### src/rtl/ili9341_window_streamer_if.sv
// Shared SPI transaction type and the bundled request / pixel / SPI-word
// interface of the ILI9341 window streamer.
package ili9341_pkg;
  typedef enum logic [1:0] {
    WRITE_8  = 2'd0,
    WRITE_16 = 2'd1,
    READ_8   = 2'd2,
    READ_16  = 2'd3
  } spi_transaction_t;
endpackage

interface ili9341_window_streamer_if;
  import ili9341_pkg::*;

  // window request
  logic             req_valid;
  logic             req_ready;
  logic [15:0]      req_x0;
  logic [15:0]      req_x1;
  logic [15:0]      req_y0;
  logic [15:0]      req_y1;
  logic             req_err;
  // pixel stream
  logic             px_valid;
  logic [15:0]      px_data;
  logic             px_ready;
  logic             abort;
  // spi_controller word interface
  logic             spi_valid;
  logic             spi_ready;
  logic [15:0]      spi_data;
  spi_transaction_t spi_mode;
  logic             data_commandb;
  // status pulses
  logic             row_end;
  logic             frame_end;
  logic             done;
  logic             aborted;

  // streamer side
  modport master (
    input  req_valid, req_x0, req_x1, req_y0, req_y1,
    input  px_valid, px_data, abort, spi_ready,
    output req_ready, req_err, px_ready,
    output spi_valid, spi_data, spi_mode, data_commandb,
    output row_end, frame_end, done, aborted
  );

  // pixel source / spi_controller side
  modport slave (
    output req_valid, req_x0, req_x1, req_y0, req_y1,
    output px_valid, px_data, abort, spi_ready,
    input  req_ready, req_err, px_ready,
    input  spi_valid, spi_data, spi_mode, data_commandb,
    input  row_end, frame_end, done, aborted
  );
endinterface

### src/rtl/ili9341_window_streamer.sv
// ILI9341 window streamer: takes a clipped draw window, sends the
// CASET/PASET/RAMWR header as WRITE_8 words, then forwards RGB565 pixels as
// WRITE_16 words with valid/ready backpressure until the window is full.
module ili9341_window_streamer
  import ili9341_pkg::*;
#(
  parameter int DISPLAY_WIDTH  = 240,
  parameter int DISPLAY_HEIGHT = 320,
  parameter int CNT_W          = $clog2(DISPLAY_WIDTH * DISPLAY_HEIGHT) + 1
) (
  input  logic                        clk,
  input  logic                        rst,
  input  logic                        ena,
  ili9341_window_streamer_if.master   bus
);

  typedef enum logic [1:0] {
    S_IDLE = 2'd0,
    S_HDR  = 2'd1,
    S_PIX  = 2'd2,
    S_DONE = 2'd3
  } state_t;

  localparam logic [15:0] X_MAX   = 16'(DISPLAY_WIDTH - 1);
  localparam logic [15:0] Y_MAX   = 16'(DISPLAY_HEIGHT - 1);
  localparam logic [3:0]  HDR_END = 4'd10;

  state_t           state;
  logic [3:0]       idx;
  logic [15:0]      x0;
  logic [15:0]      x1;
  logic [15:0]      y0;
  logic [15:0]      y1;
  logic [15:0]      col;
  logic [CNT_W-1:0] npix;
  logic [CNT_W-1:0] remaining;
  logic             req_err_q;
  logic             aborted_q;

  logic [15:0]      req_x1c;
  logic [15:0]      req_y1c;
  logic             req_bad;
  logic [CNT_W-1:0] span_w;
  logic [CNT_W-1:0] span_h;
  logic [CNT_W-1:0] req_npix;
  logic [7:0]       hdr_byte;
  logic             hdr_dc;
  logic             hdr_xfer;
  logic             pix_xfer;

  // Clamp the incoming request to the panel and size the clipped window.
  always_comb begin
    req_x1c  = (bus.req_x1 > X_MAX) ? X_MAX : bus.req_x1;
    req_y1c  = (bus.req_y1 > Y_MAX) ? Y_MAX : bus.req_y1;
    req_bad  = (bus.req_x0 > req_x1c) || (bus.req_y0 > req_y1c);
    span_w   = CNT_W'(req_x1c - bus.req_x0) + CNT_W'(1);
    span_h   = CNT_W'(req_y1c - bus.req_y0) + CNT_W'(1);
    req_npix = span_w * span_h;
  end

  // Header word for the current index: command bytes carry dc=0.
  always_comb begin
    hdr_byte = 8'h00;
    hdr_dc   = 1'b1;
    case (idx)
      4'd0:    begin hdr_byte = 8'h2A; hdr_dc = 1'b0; end
      4'd1:    hdr_byte = x0[15:8];
      4'd2:    hdr_byte = x0[7:0];
      4'd3:    hdr_byte = x1[15:8];
      4'd4:    hdr_byte = x1[7:0];
      4'd5:    begin hdr_byte = 8'h2B; hdr_dc = 1'b0; end
      4'd6:    hdr_byte = y0[15:8];
      4'd7:    hdr_byte = y0[7:0];
      4'd8:    hdr_byte = y1[15:8];
      4'd9:    hdr_byte = y1[7:0];
      4'd10:   begin hdr_byte = 8'h2C; hdr_dc = 1'b0; end
      default: begin hdr_byte = 8'h00; hdr_dc = 1'b1; end
    endcase
  end

  // Word-transfer qualifiers for each phase.
  always_comb begin
    hdr_xfer = (state == S_HDR) && bus.spi_ready && ena;
    pix_xfer = (state == S_PIX) && bus.px_valid && bus.spi_ready && ena;
  end

  // SPI word outputs; the pixel path is a zero-latency pass-through.
  always_comb begin
    bus.spi_valid     = 1'b0;
    bus.spi_data      = 16'h0000;
    bus.spi_mode      = WRITE_8;
    bus.data_commandb = 1'b1;
    bus.px_ready      = 1'b0;
    bus.row_end       = 1'b0;
    bus.frame_end     = 1'b0;
    case (state)
      S_HDR: begin
        bus.spi_valid     = ena;
        bus.spi_data      = {8'h00, hdr_byte};
        bus.data_commandb = hdr_dc;
      end
      S_PIX: begin
        bus.spi_valid     = bus.px_valid && ena;
        bus.spi_data      = bus.px_data;
        bus.spi_mode      = WRITE_16;
        bus.px_ready      = bus.spi_ready && ena;
        bus.row_end       = pix_xfer && (col == x1);
        bus.frame_end     = pix_xfer && (remaining == CNT_W'(1));
      end
      default: begin
        bus.spi_valid = 1'b0;
      end
    endcase
  end

  // Handshake and status outputs decoded from registered state.
  always_comb begin
    bus.req_ready = (state == S_IDLE);
    bus.done      = (state == S_DONE) && ena;
    bus.req_err   = req_err_q;
    bus.aborted   = aborted_q;
  end

  // Window FSM: request latch, header sequencing, pixel counting, abort.
  always_ff @(posedge clk or posedge rst) begin
    if (rst) begin
      state     <= S_IDLE;
      idx       <= 4'd0;
      x0        <= 16'd0;
      x1        <= 16'd0;
      y0        <= 16'd0;
      y1        <= 16'd0;
      col       <= 16'd0;
      npix      <= '0;
      remaining <= '0;
      req_err_q <= 1'b0;
      aborted_q <= 1'b0;
    end else begin
      req_err_q <= 1'b0;
      aborted_q <= 1'b0;
      if (ena) begin
        case (state)
          S_IDLE: begin
            if (bus.req_valid) begin
              if (req_bad) begin
                req_err_q <= 1'b1;
              end else begin
                x0    <= bus.req_x0;
                x1    <= req_x1c;
                y0    <= bus.req_y0;
                y1    <= req_y1c;
                npix  <= req_npix;
                idx   <= 4'd0;
                state <= S_HDR;
              end
            end
          end
          S_HDR: begin
            if (bus.abort) begin
              state     <= S_IDLE;
              aborted_q <= 1'b1;
            end else if (hdr_xfer) begin
              if (idx == HDR_END) begin
                state     <= S_PIX;
                col       <= x0;
                remaining <= npix;
              end else begin
                idx <= idx + 4'd1;
              end
            end
          end
          S_PIX: begin
            if (pix_xfer) begin
              col       <= (col == x1) ? x0 : col + 16'd1;
              remaining <= remaining - CNT_W'(1);
            end
            if (bus.abort) begin
              state     <= S_IDLE;
              aborted_q <= 1'b1;
            end else if (pix_xfer && (remaining == CNT_W'(1))) begin
              state <= S_DONE;
            end
          end
          S_DONE: begin
            state <= S_IDLE;
          end
          default: begin
            state <= S_IDLE;
          end
        endcase
      end
    end
  end

endmodule

### src/flat_wrapper.sv
// flat-port wrapper written by rule: the top's interface ports become plain ports
module ili9341_window_streamer_flat import ili9341_pkg::*;
#(
  parameter int DISPLAY_WIDTH  = 240,
  parameter int DISPLAY_HEIGHT = 320,
  parameter int CNT_W          = $clog2(DISPLAY_WIDTH * DISPLAY_HEIGHT) + 1
)
  (clk, rst, ena, bus_req_valid, bus_req_x0, bus_req_x1, bus_req_y0, bus_req_y1, bus_px_valid, bus_px_data, bus_abort, bus_spi_ready, bus_req_ready, bus_req_err, bus_px_ready, bus_spi_valid, bus_spi_data, bus_spi_mode, bus_data_commandb, bus_row_end, bus_frame_end, bus_done, bus_aborted);
  ili9341_window_streamer_if bus_i ();
  input  logic clk;
  input  logic rst;
  input  logic ena;
  input wire logic [$bits(bus_i.req_valid)-1:0] bus_req_valid;
  input wire logic [$bits(bus_i.req_x0)-1:0] bus_req_x0;
  input wire logic [$bits(bus_i.req_x1)-1:0] bus_req_x1;
  input wire logic [$bits(bus_i.req_y0)-1:0] bus_req_y0;
  input wire logic [$bits(bus_i.req_y1)-1:0] bus_req_y1;
  input wire logic [$bits(bus_i.px_valid)-1:0] bus_px_valid;
  input wire logic [$bits(bus_i.px_data)-1:0] bus_px_data;
  input wire logic [$bits(bus_i.abort)-1:0] bus_abort;
  input wire logic [$bits(bus_i.spi_ready)-1:0] bus_spi_ready;
  output wire logic [$bits(bus_i.req_ready)-1:0] bus_req_ready;
  output wire logic [$bits(bus_i.req_err)-1:0] bus_req_err;
  output wire logic [$bits(bus_i.px_ready)-1:0] bus_px_ready;
  output wire logic [$bits(bus_i.spi_valid)-1:0] bus_spi_valid;
  output wire logic [$bits(bus_i.spi_data)-1:0] bus_spi_data;
  output wire logic [$bits(bus_i.spi_mode)-1:0] bus_spi_mode;
  output wire logic [$bits(bus_i.data_commandb)-1:0] bus_data_commandb;
  output wire logic [$bits(bus_i.row_end)-1:0] bus_row_end;
  output wire logic [$bits(bus_i.frame_end)-1:0] bus_frame_end;
  output wire logic [$bits(bus_i.done)-1:0] bus_done;
  output wire logic [$bits(bus_i.aborted)-1:0] bus_aborted;
  assign bus_i.req_valid = bus_req_valid;
  assign bus_i.req_x0 = bus_req_x0;
  assign bus_i.req_x1 = bus_req_x1;
  assign bus_i.req_y0 = bus_req_y0;
  assign bus_i.req_y1 = bus_req_y1;
  assign bus_i.px_valid = bus_px_valid;
  assign bus_i.px_data = bus_px_data;
  assign bus_i.abort = bus_abort;
  assign bus_i.spi_ready = bus_spi_ready;
  assign bus_req_ready = bus_i.req_ready;
  assign bus_req_err = bus_i.req_err;
  assign bus_px_ready = bus_i.px_ready;
  assign bus_spi_valid = bus_i.spi_valid;
  assign bus_spi_data = bus_i.spi_data;
  assign bus_spi_mode = bus_i.spi_mode;
  assign bus_data_commandb = bus_i.data_commandb;
  assign bus_row_end = bus_i.row_end;
  assign bus_frame_end = bus_i.frame_end;
  assign bus_done = bus_i.done;
  assign bus_aborted = bus_i.aborted;
  ili9341_window_streamer #(.DISPLAY_WIDTH(DISPLAY_WIDTH), .DISPLAY_HEIGHT(DISPLAY_HEIGHT), .CNT_W(CNT_W)) u_core (.clk(clk), .rst(rst), .ena(ena), .bus(bus_i));
endmodule
### config.mk
export PLATFORM = sky130hd
export DESIGN_NAME = ili9341_window_streamer_flat
export DESIGN_NICKNAME = d
export VERILOG_FILES = /design/src/rtl/ili9341_window_streamer_if.sv /design/src/rtl/ili9341_window_streamer.sv /design/src/flat_wrapper.sv
export SDC_FILE = /design/constraint.sdc
export NUM_CORES = 1
export LEC_CHECK = 0
export ABC_AREA = 1
export CAP_MARGIN = 15
export CORE_UTILIZATION = 45
export CTS_CLUSTER_SIZE = 30
export DETAILED_ROUTE_END_ITERATION = 12
export PLACE_DENSITY = 0.74
export SYNTH_ARGS = -nofsm -noshare
export SYNTH_HDL_FRONTEND = slang
export SYNTH_SLANG_ARGS = --single-unit
### constraint.sdc
create_clock -name clk -period 7.12 [get_ports clk]
set_input_delay 1.424 -clock clk [delete_from_list [all_inputs] [get_ports clk]]
set_output_delay 1.424 -clock clk [all_outputs]
set_load 0.03 [all_outputs]
==> impl_metrics.toml, run 1 <==
[run_status]
run_status = "complete, but fails checks"
violated_checks = "setup timing"

[place]
post-place-cells = 3087
finalWeightedCongestion = 0.928
port_buffers = 112
place.detailed.hpwl_mm = 37.5

[hold_path]
worst_hold_path.num_cells = 2
min_path_type = "reg -> reg"
worstHoldStart = "u_core.y1[12]"

[power_and_ir_drop]
combinational_share_of_power = 0.832
power.total_w = 0.0123
vdd.ir_drop.worst_mv = 0.953
power.clock.fraction = 0.068
internal_power_w = 0.00658
power.sequential.fraction = 0.100
p_switching_w = 0.00574
power.leakage_nw = 11.2
power.share.switching = 0.466
powerDensity_nw_per_um2 = 579

[die]
fp.dieH_um = 186
die_area_um2 = 34700
core_region_area_um2 = 33500
std_cell_rows = 67
io_pins = 114
floorplan.initialDensity = 0.456
die_w_um = 186

[timing]
tns_ns = -12.87
report.final.setup_viol = 11
finClkSkew_ns = 0.00728
hold_slack_ns = 0.470
rsz_0062_raised_after_global_routing = "yes"
fmax_mhz = 111
report.final.hold_viol_count = 0
worst_pin_slew_ns = 0.936
period_needed_ns = 8.99
fin_ws_ns = -1.87
slew_headroom = 0.376
finalCritPeriodShare = 1.26
timing.final.max_slew_violations = 0

[cts]
cts-root-buf = "clkbuf_16"
max-clock-path-buffers = 2
h-tree-depth = 4
clock-sinks = 124
ctsHoldBuffers = 0
insertion_delay_of_the_later_clocked_pin_in_the_worst_skew_pair_ns = 0.43
cts_made_buffers = 17
path_clk_slew_ns = 0.06
cts_tree = "done"

[critical_path]
cp-startpoint = "bus_req_y1[14]"
critical_path.max_stage_delay_ns = 0.57
critPathLaunchType = "input port"
reg2reg_depth = 14
critPathKind = "in -> reg"
cp.arrival_ns = 9.32
crit_path_frequent_cell = "nand2_1"
crit_path_end_kind = "flop"
cp_slowest_cell = "fa_2"
critical_path.max_fanout = 7
crit-reg2reg-launch = "u_core.state[0]"
required_ns = 7.44

[layout]
layout.cells.most_common = "nand2_1"
drive_gt1_frac = 0.252
antenna_cells = 0
layoutNonFillerInstCount = 3185
layout-area-overhead-vs-synth_pct = 39.2
layout.core_utilization = 0.635
fin_nets = 3020
layout_common_cells = "nand2_1, inv_1, buf_4, nor2_1, dfrtp_1"

[logic_synthesis]
ys_seq_elements = 124
dominantRegCellSynth = "dfrtp_1"
synthesis.area_per_instance_um2 = 6.77
synth_cell_type_count = 59
ys_seq_area_frac = 0.203
synth_edf_count = 0
syn_inst = 2261
asyncSetResetFlopFracSynth = 1.00
ys_warn_count = 0
netlist_area_um2 = 15300

[route]
drt-initial-drc-count = 1189
finalWirelength_mm = 48.1
avgRoutedWirePerCell_um = 15.1
post-route-drc-count = 0
antenna_violating_nets_post_route = 0
via_to_cell_ratio = 5.04
dr_total_vias = 16100
dr.pass1.iters = 6

[global_route]
gr-usage-met3 = 0.0357
grt_max_degree = 79
globalRouteTotalUtil = 0.278
globalRouteMet2Util = 0.482
antenna_violations_before_repair = 0
overflow = 0
grt_busiest_layer = "met2"
first_global_vias = 16000
first_pass_grt_wire_length_mm = 78.4
global_route.usage.met1 = 0.359

[flow_run]
max_cap_violations = 0
## cell families (layout without fill, tap and decap cells)
group                      Yosys count  in the layout  synth area share
buffers and inverters              557           1018             0.138
adders and majority gates          209            209             0.225
xor gates and xnor gates            38             38            0.0227
AOI/OAI and AO/OA                  260            260            0.0969
other                                1             16          0.000245
and+or+nand+nor                   1072           1072             0.314
DFF                                124            124             0.203
## sequential cells by signal (all words and copies together) (netlist names), 4 cells and up
signal / cells
u_core.npix: 18
u_core.remaining: 18
u_core.col: 16
u_core.x0: 16
u_core.x1: 16
u_core.y0: 16
u_core.y1: 16
u_core.idx: 4
## power groups by stage
stage                     clock [W]  combinational, W  sequential, W
after floorplan                   0           0.00549        0.00114
after global placement            0           0.00789        0.00122
after detailed placement          0           0.00818        0.00123
after CTS                  0.000848           0.00961        0.00122
after global routing       0.000879            0.0114        0.00125
final                      0.000841            0.0102        0.00123
## routing by layer
layer / routed length (µm) / vias to the layer above / share of wire
li1: - / 7910 / -
met1: 20900 / 7532 / 0.43
met2: 23200 / 535 / 0.48
met3: 2750 / 73 / 0.057
met4: 1250 / 0 / 0.026
met5: 0 / - / 0
## cell usage after synthesis (7+ instances only)
| library cell | count | area share |
|---|---|---|
| nand2_1 | 571 | 0.14 |
| inv_1 | 488 | 0.12 |
| nor2_1 | 221 | 0.054 |
| dfrtp_1 | 124 | 0.20 |
| o21ai_0 | 117 | 0.038 |
| fa_1 | 111 | 0.15 |
| nand3_1 | 100 | 0.033 |
| ha_1 | 98 | 0.080 |
| a21oi_1 | 76 | 0.025 |
| nand4_1 | 49 | 0.020 |
| clkbuf_1 | 38 | 0.0093 |
| nand2_2 | 27 | 0.011 |
| inv_2 | 23 | 0.0056 |
| nor3_1 | 23 | 0.0075 |
| xor2_1 | 20 | 0.011 |
| xnor2_1 | 16 | 0.0092 |
| o22ai_1 | 14 | 0.0057 |
| nand3_2 | 12 | 0.0079 |
| nor4_1 | 12 | 0.0049 |
| a221oi_1 | 10 | 0.0057 |
| nor2_2 | 10 | 0.0041 |
| or2_2 | 10 | 0.0041 |
| nand2_4 | 9 | 0.0066 |
| o211ai_1 | 8 | 0.0039 |
| o21bai_1 | 7 | 0.0034 |
## final cells by class
cell class              count  area [µm²]
well taps                 448         561
inverters                 514        1950
fillers                  2866       12200
multi-input cells        1595       11100
flip-flops and latches    124        3100
repair buffers            472        3980
clock buffers              20         457
clock inverters            12         111
## path summary, 6_finish.rpt
path | slack [ns] | end
max in group asynchronous | 4.26 | u_core.x1[14]
max reg2reg | 3.59 | u_core.col[9]
min | 0.47 | u_core.y1[12]
min in group asynchronous | 1.56 | u_core.remaining[11]
min reg2reg | 0.47 | u_core.y1[12]
max | -1.87 | u_core.npix[17]
## worst max-delay path, delay by kind of cell
| kind | cells | cell delay, ns |
|---|---|---|
| buf+inv | 9 | 0.64 |
| compound gates | 2 | 0.28 |
| fa+ha+maj | 9 | 3.95 |
| simple gates | 22 | 2.85 |
| xor+xnor | 1 | 0.15 |
## metrics by stage
stage               setup WS, ns  area (µm²)
global placement           -2.66       19300
CTS                        -1.71       20700
floorplan                  -1.73       15600
global route               -2.24       21300
finish                     -1.87       21300
detailed placement         -2.78       19300
## what timing repair did
item | 4_1_cts | 5_1_grt
setup endpoints to repair | 12 | 12
gates resized for setup | 173 | 110
pin swaps | 66 | 79
buffers inserted | 47 | 23
Note: power is estimated with default switching activity, not from simulation.
==> run 2, diff against run 1 <==
- GPL_ROUTABILITY_DRIVEN: unset -> 0
==> impl_metrics.toml, run 2 (same netlist as run 1, synthesis figures left out) <==
[place]
place.detailed.hpwl_mm = 37.2
post-place-cells = 3092
port_buffers = 112
postPlaceCellArea_um2 = 19400

[hold_path]
worstHoldStart = "u_core.y1[14]"
min_path_type = "reg -> reg"
worst_hold_path.num_cells = 2
holdPathEnd = "u_core.y1[14]"

[route]
drt-initial-drc-count = 1161
wl_met3_mm = 3.07
via_to_cell_ratio = 5.12
antenna_violating_nets_post_route = 0
met2_routed_wl_mm = 23.8
routedLengthMet1_mm = 20.1
dr.pass1.iters = 6
finalWirelength_mm = 48.8
dr_total_vias = 16300
maxUsedRoutingLayer = "met4"
avgRoutedWirePerCell_um = 15.3
post-route-drc-count = 0

[power_and_ir_drop]
power.share.switching = 0.482
power.sequential.fraction = 0.102
power.total_w = 0.0120
vdd.ir_drop.worst_mv = 0.876
internal_power_w = 0.00622
power.clock.fraction = 0.076
power.leakage_nw = 11.2
p_switching_w = 0.00577
powerDensity_nw_per_um2 = 562
combinational_share_of_power = 0.822

[critical_path]
critPathKind = "in -> reg"
reg2reg_depth = 12
crit_path_end_kind = "flop"
critical_path.max_fanout = 7
cp-startpoint = "bus_req_y1[14]"
cp_slowest_cell = "or4_4"
cp.arrival_ns = 9.47
required_ns = 7.40
critical_path.max_stage_delay_ns = 0.53
r2r-end = "u_core.col[3]"
crit-reg2reg-launch = "u_core.state[0]"
critPathLaunchType = "input port"
setup.reg_to_reg.worst_slack_ns = 3.05

[global_route]
first_global_vias = 16500
first_pass_grt_wire_length_mm = 78.9
antenna_violations_before_repair = 0
globalRouteTotalUtil = 0.279
grt_max_degree = 79
overflow = 0

[layout]
layout-area-overhead-vs-synth_pct = 39.3
fin_area_um2 = 21300
fillCellCount = 2720
antenna_cells = 0
biggestRegsByFlops = "u_core.npix (18), u_core.remaining (18)"
layout.cells.most_common = "nand2_1"
layout_common_cells = "nand2_1, inv_1, buf_4, nor2_1, dfrtp_1"
area_of_the_multi_input_gates_um2 = 11100
fin_nets = 3020
drive_gt1_frac = 0.253
layoutNonFillerInstCount = 3184
final-seq-area_um2 = 3100

[cts]
ctsHoldBuffers = 0
path_clk_slew_ns = 0.06
cts_made_buffers = 17
h-tree-depth = 4
insertion_delay_of_the_later_clocked_pin_in_the_worst_skew_pair_ns = 0.43
clock-sinks = 124
max-clock-path-buffers = 2
cts-root-buf = "clkbuf_16"
cts_tree = "done"

[run_status]
run_status = "complete, but fails checks"
violated_checks = "setup timing"

[timing]
report.final.setup_viol = 11
worst_pin_slew_ns = 1.00
fmax_mhz = 109
timing.final.max_slew_violations = 0
finClkSkew_ns = 0.0102
finalCritPeriodShare = 1.29
rsz_0062_raised_after_global_routing = "yes"
slew_headroom = 0.331
report.final.hold_viol_count = 0
fin_ws_ns = -2.07
period_needed_ns = 9.19

[die]
std_cell_rows = 67
die_w_um = 186
fp.dieH_um = 186
die_area_um2 = 34700
io_pins = 114
floorplan.initialDensity = 0.456
core_region_area_um2 = 33500

[flow_run]
max_cap_violations = 0
[run 2: cell count changes in the layout (fill, tap and decap cells not counted), sizes merged]
| cell | change |
|---|---|
| buf | -3 |
| clkdlybuf4s15 | -2 |
| clkbuf | +4 |
| inv | -2 |
| clkdlybuf4s50 | +1 |
| dlygate4sd2 | -1 |
| bufinv | +2 |
| clkinv | +2 |
| clkinvlp | -2 |
[run 2: area by class of cell]
type                            count  share of cell area
Multi-Input combinational cell   1595               0.521
Timing Repair Buffer              472               0.187
Sequential cell                   124               0.146
Inverter                          514              0.0920
Tap cell                          448              0.0263
Clock buffer                       19              0.0212
Clock inverter                     12             0.00757
[run 2: worst max-delay path: cells and delay by family]
family          cells  cell delay [ns]
xor+xnor            2             0.40
buf+inv            16             1.25
simple gates       13             2.06
compound gates      6             0.72
fa+ha+maj           9             3.59
[run 2: timing repair]
item,4_1_cts,5_1_grt
buffers inserted,38,27
gates resized for setup,161,124
endpoints found under the setup margin,13,13
pin swaps,73,71
[run 2: how the worst max path moves through the flow]
stage,slack (ns),end,depth (start not counted)
after CTS,-1.80,u_core.npix[17],51
after floorplan,-1.73,u_core.npix[17],45
after global placement,-2.64,u_core.npix[17],44
final,-2.07,u_core.npix[16],46
after detailed placement,-2.88,u_core.npix[17],43
after global routing,-2.43,u_core.npix[17],47
[run 2: layer usage]
layer | up-vias | GRT usage
met5 | - | 0
met4 | 0 | 0.120
met3 | 129 | 0.0376
met2 | 617 | 0.486
met1 | 7656 | 0.346
li1 | 7913 | -
[run 2: per-stage QoR]
step	setup TNS, ns	worst slack (ns)	utilization	hold slack, ns
6_report	-14.42	-2.07	0.636	0.468
2_1_floorplan	-8.84	-1.73	-	0.436
5_1_grt	-17.25	-2.43	0.636	0.486
4_1_cts	-11.65	-1.80	0.620	0.467
3_3_place_gp	-21.08	-2.64	0.578	0.448
3_5_place_dp	-22.88	-2.88	0.578	0.452
[run 2: power by group through the flow]
stage	Clock (W)	Combinational [W]	Sequential, W
floorplan	0	0.00549	0.00114
global placement	0	0.00780	0.00120
detailed placement	0	0.00811	0.00122
CTS	0.000922	0.00915	0.00121
global route	0.000948	0.0109	0.00125
finish	0.000916	0.00985	0.00122
==> run 3, diff against run 2 <==
- DONT_BUFFER_PORTS: unset -> 1
- GPL_ROUTABILITY_DRIVEN: 0 -> unset
- PLACE_DENSITY: 0.74 -> 0.7
==> impl_metrics.toml, run 3 (same netlist as run 1, synthesis figures left out) <==
[layout]
antenna_cells = 0
fin_area_um2 = 20100
fin_nets = 2890
biggestRegsByFlops = "u_core.npix (18), u_core.remaining (18)"
layoutNonFillerInstCount = 3055
drive_gt1_frac = 0.241
layout_common_cells = "nand2_1, inv_1, buf_4, nor2_1, dfrtp_1"
fillCellCount = 3052
layout.cells.most_common = "nand2_1"
layout-area-overhead-vs-synth_pct = 31.2
layout.core_utilization = 0.599

[power_and_ir_drop]
power.leakage_nw = 10.7
internal_power_w = 0.00616
power.share.switching = 0.483
power.clock.fraction = 0.082
p_switching_w = 0.00574
vdd.ir_drop.worst_mv = 1.14
combinational_share_of_power = 0.814
powerDensity_nw_per_um2 = 593
power.sequential.fraction = 0.103

[die]
core_region_area_um2 = 33500
die_w_um = 186
die_area_um2 = 34700
io_pins = 114
fp.dieH_um = 186
floorplan.initialDensity = 0.456
std_cell_rows = 67

[route]
finalWirelength_mm = 46.4
avgRoutedWirePerCell_um = 15.2
post-route-drc-count = 0
dr.pass1.iters = 5
drt-initial-drc-count = 1129
via_to_cell_ratio = 5.10
antenna_violating_nets_post_route = 0
dr_total_vias = 15600

[timing]
tns_ns = -10.22
finClkSkew_ns = 0.0115
fmax_mhz = 112
period_needed_ns = 8.92
fin_ws_ns = -1.80
rsz_0062_raised_after_global_routing = "yes"
report.final.setup_viol = 10
finalCritPeriodShare = 1.25
worst_pin_slew_ns = 1.03
report.final.hold_viol_count = 0
slew_headroom = 0.308
timing.final.max_slew_violations = 0

[critical_path]
setup.reg_to_reg.worst_slack_ns = 2.98
required_ns = 7.45
critical_path.max_fanout = 7
r2r-end = "u_core.state[0]"
cp_slowest_cell = "or4_4"
reg2reg_depth = 9
crit-reg2reg-launch = "u_core.state[0]"
cp.arrival_ns = 9.25
crit_path_end_kind = "flop"
path_buf_inv = 7
critPathKind = "in -> reg"
cp_top_family = "adder cells"
crit_path_frequent_cell = "nand2_1"
critPathLaunchType = "input port"
critical_path.max_stage_delay_ns = 0.53
cp-startpoint = "bus_req_y1[13]"

[cts]
cts-root-buf = "clkbuf_16"
cts_made_buffers = 17
h-tree-depth = 4
cts_tree = "done"
max-clock-path-buffers = 2
clock-sinks = 124
insertion_delay_of_the_later_clocked_pin_in_the_worst_skew_pair_ns = 0.43
path_clk_slew_ns = 0.07

[place]
finalWeightedCongestion = 0.951
detailedPlace.worstSlack_ns = -2.48
place.detailed.hpwl_mm = 36.8
port_buffers = 0
postPlaceCellArea_um2 = 18200
post-place-cells = 2976

[global_route]
grt_max_degree = 79
overflow = 0
first_global_vias = 15600
first_pass_grt_wire_length_mm = 76.4
globalRouteTotalUtil = 0.271
antenna_violations_before_repair = 0

[hold_path]
worstHoldStart = "u_core.y1[9]"
min_path_type = "reg -> reg"
holdPathEnd = "u_core.y1[9]"
worst_hold_path.num_cells = 2

[run_status]
violated_checks = "setup timing"
run_status = "complete, but fails checks"

[flow_run]
max_cap_violations = 0
[run 3: cell count changes in the layout (fill, tap and decap cells not counted), sizes merged]
cell / delta
inv: +2
clkinvlp: +1
dlymetal6s2s: -4
clkinv: -2
clkdlybuf4s50: -96
buf: -22
clkdlybuf4s15: -1
clkbuf: -9
bufinv: +2
[run 3: stage by stage]
step / hold WS, ns / total power [W]
after global routing: 0.506 / 0.0131
final: 0.469 / 0.0119
after CTS: 0.469 / 0.0109
after floorplan: 0.436 / 0.00664
after global placement: 0.449 / 0.00886
after detailed placement: 0.453 / 0.00918
[run 3: layout make-up]
cell class	instances	area [µm²]	share of cell area
sequential	124	3100	0.155
multi-input combinational	1595	11000	0.549
timing repair buffer	342	2770	0.138
inverter	514	1960	0.0978
tap	448	561	0.0279
clock buffer	17	425	0.0212
clock inverter	15	234	0.0117
[run 3: how the worst max path moves through the flow]
stage                                 end  depth (start not counted)
after global routing      u_core.npix[17]                         45
final                     u_core.npix[17]                         43
after CTS                 u_core.npix[17]                         45
after global placement    u_core.npix[17]                         43
after detailed placement  u_core.npix[17]                         42
after floorplan           u_core.npix[17]                         45
[run 3: power groups by stage]
stage	Sequential (W)	Clock [W]	Combinational (W)
after floorplan	0.00114	0	0.00549
after global placement	0.00121	0	0.00765
after detailed placement	0.00122	0	0.00796
after CTS	0.00122	0.000988	0.00873
after global routing	0.00126	0.00102	0.0108
final	0.00123	0.000981	0.00969
[run 3: what timing repair did]
action	in CTS	in global routing
buffers inserted	32	23
hold buffers	0	0
setup endpoints to repair	11	12
resized for setup	96	104
pin swaps	44	73
[run 3: worst reg2reg max path, cell delays in order (launching register included)]
cell	delay [ns]
dfrtp_1	0.40
inv_1	0.13
ha_2	0.19
inv_1	0.31
nor3_1	0.92
nand2_1	0.38
nor4_2	0.97
o311ai_0	0.39
a211oi_1	0.25
a21oi_1	0.06
[run 3: metal layers]
metal  vias up  share of wire  GRT usage
li1       7651              -          -
met2       473           0.48      0.464
met5         -              0          0
met3        73          0.061     0.0418
met1      7369           0.44      0.353
met4         0          0.025     0.0811
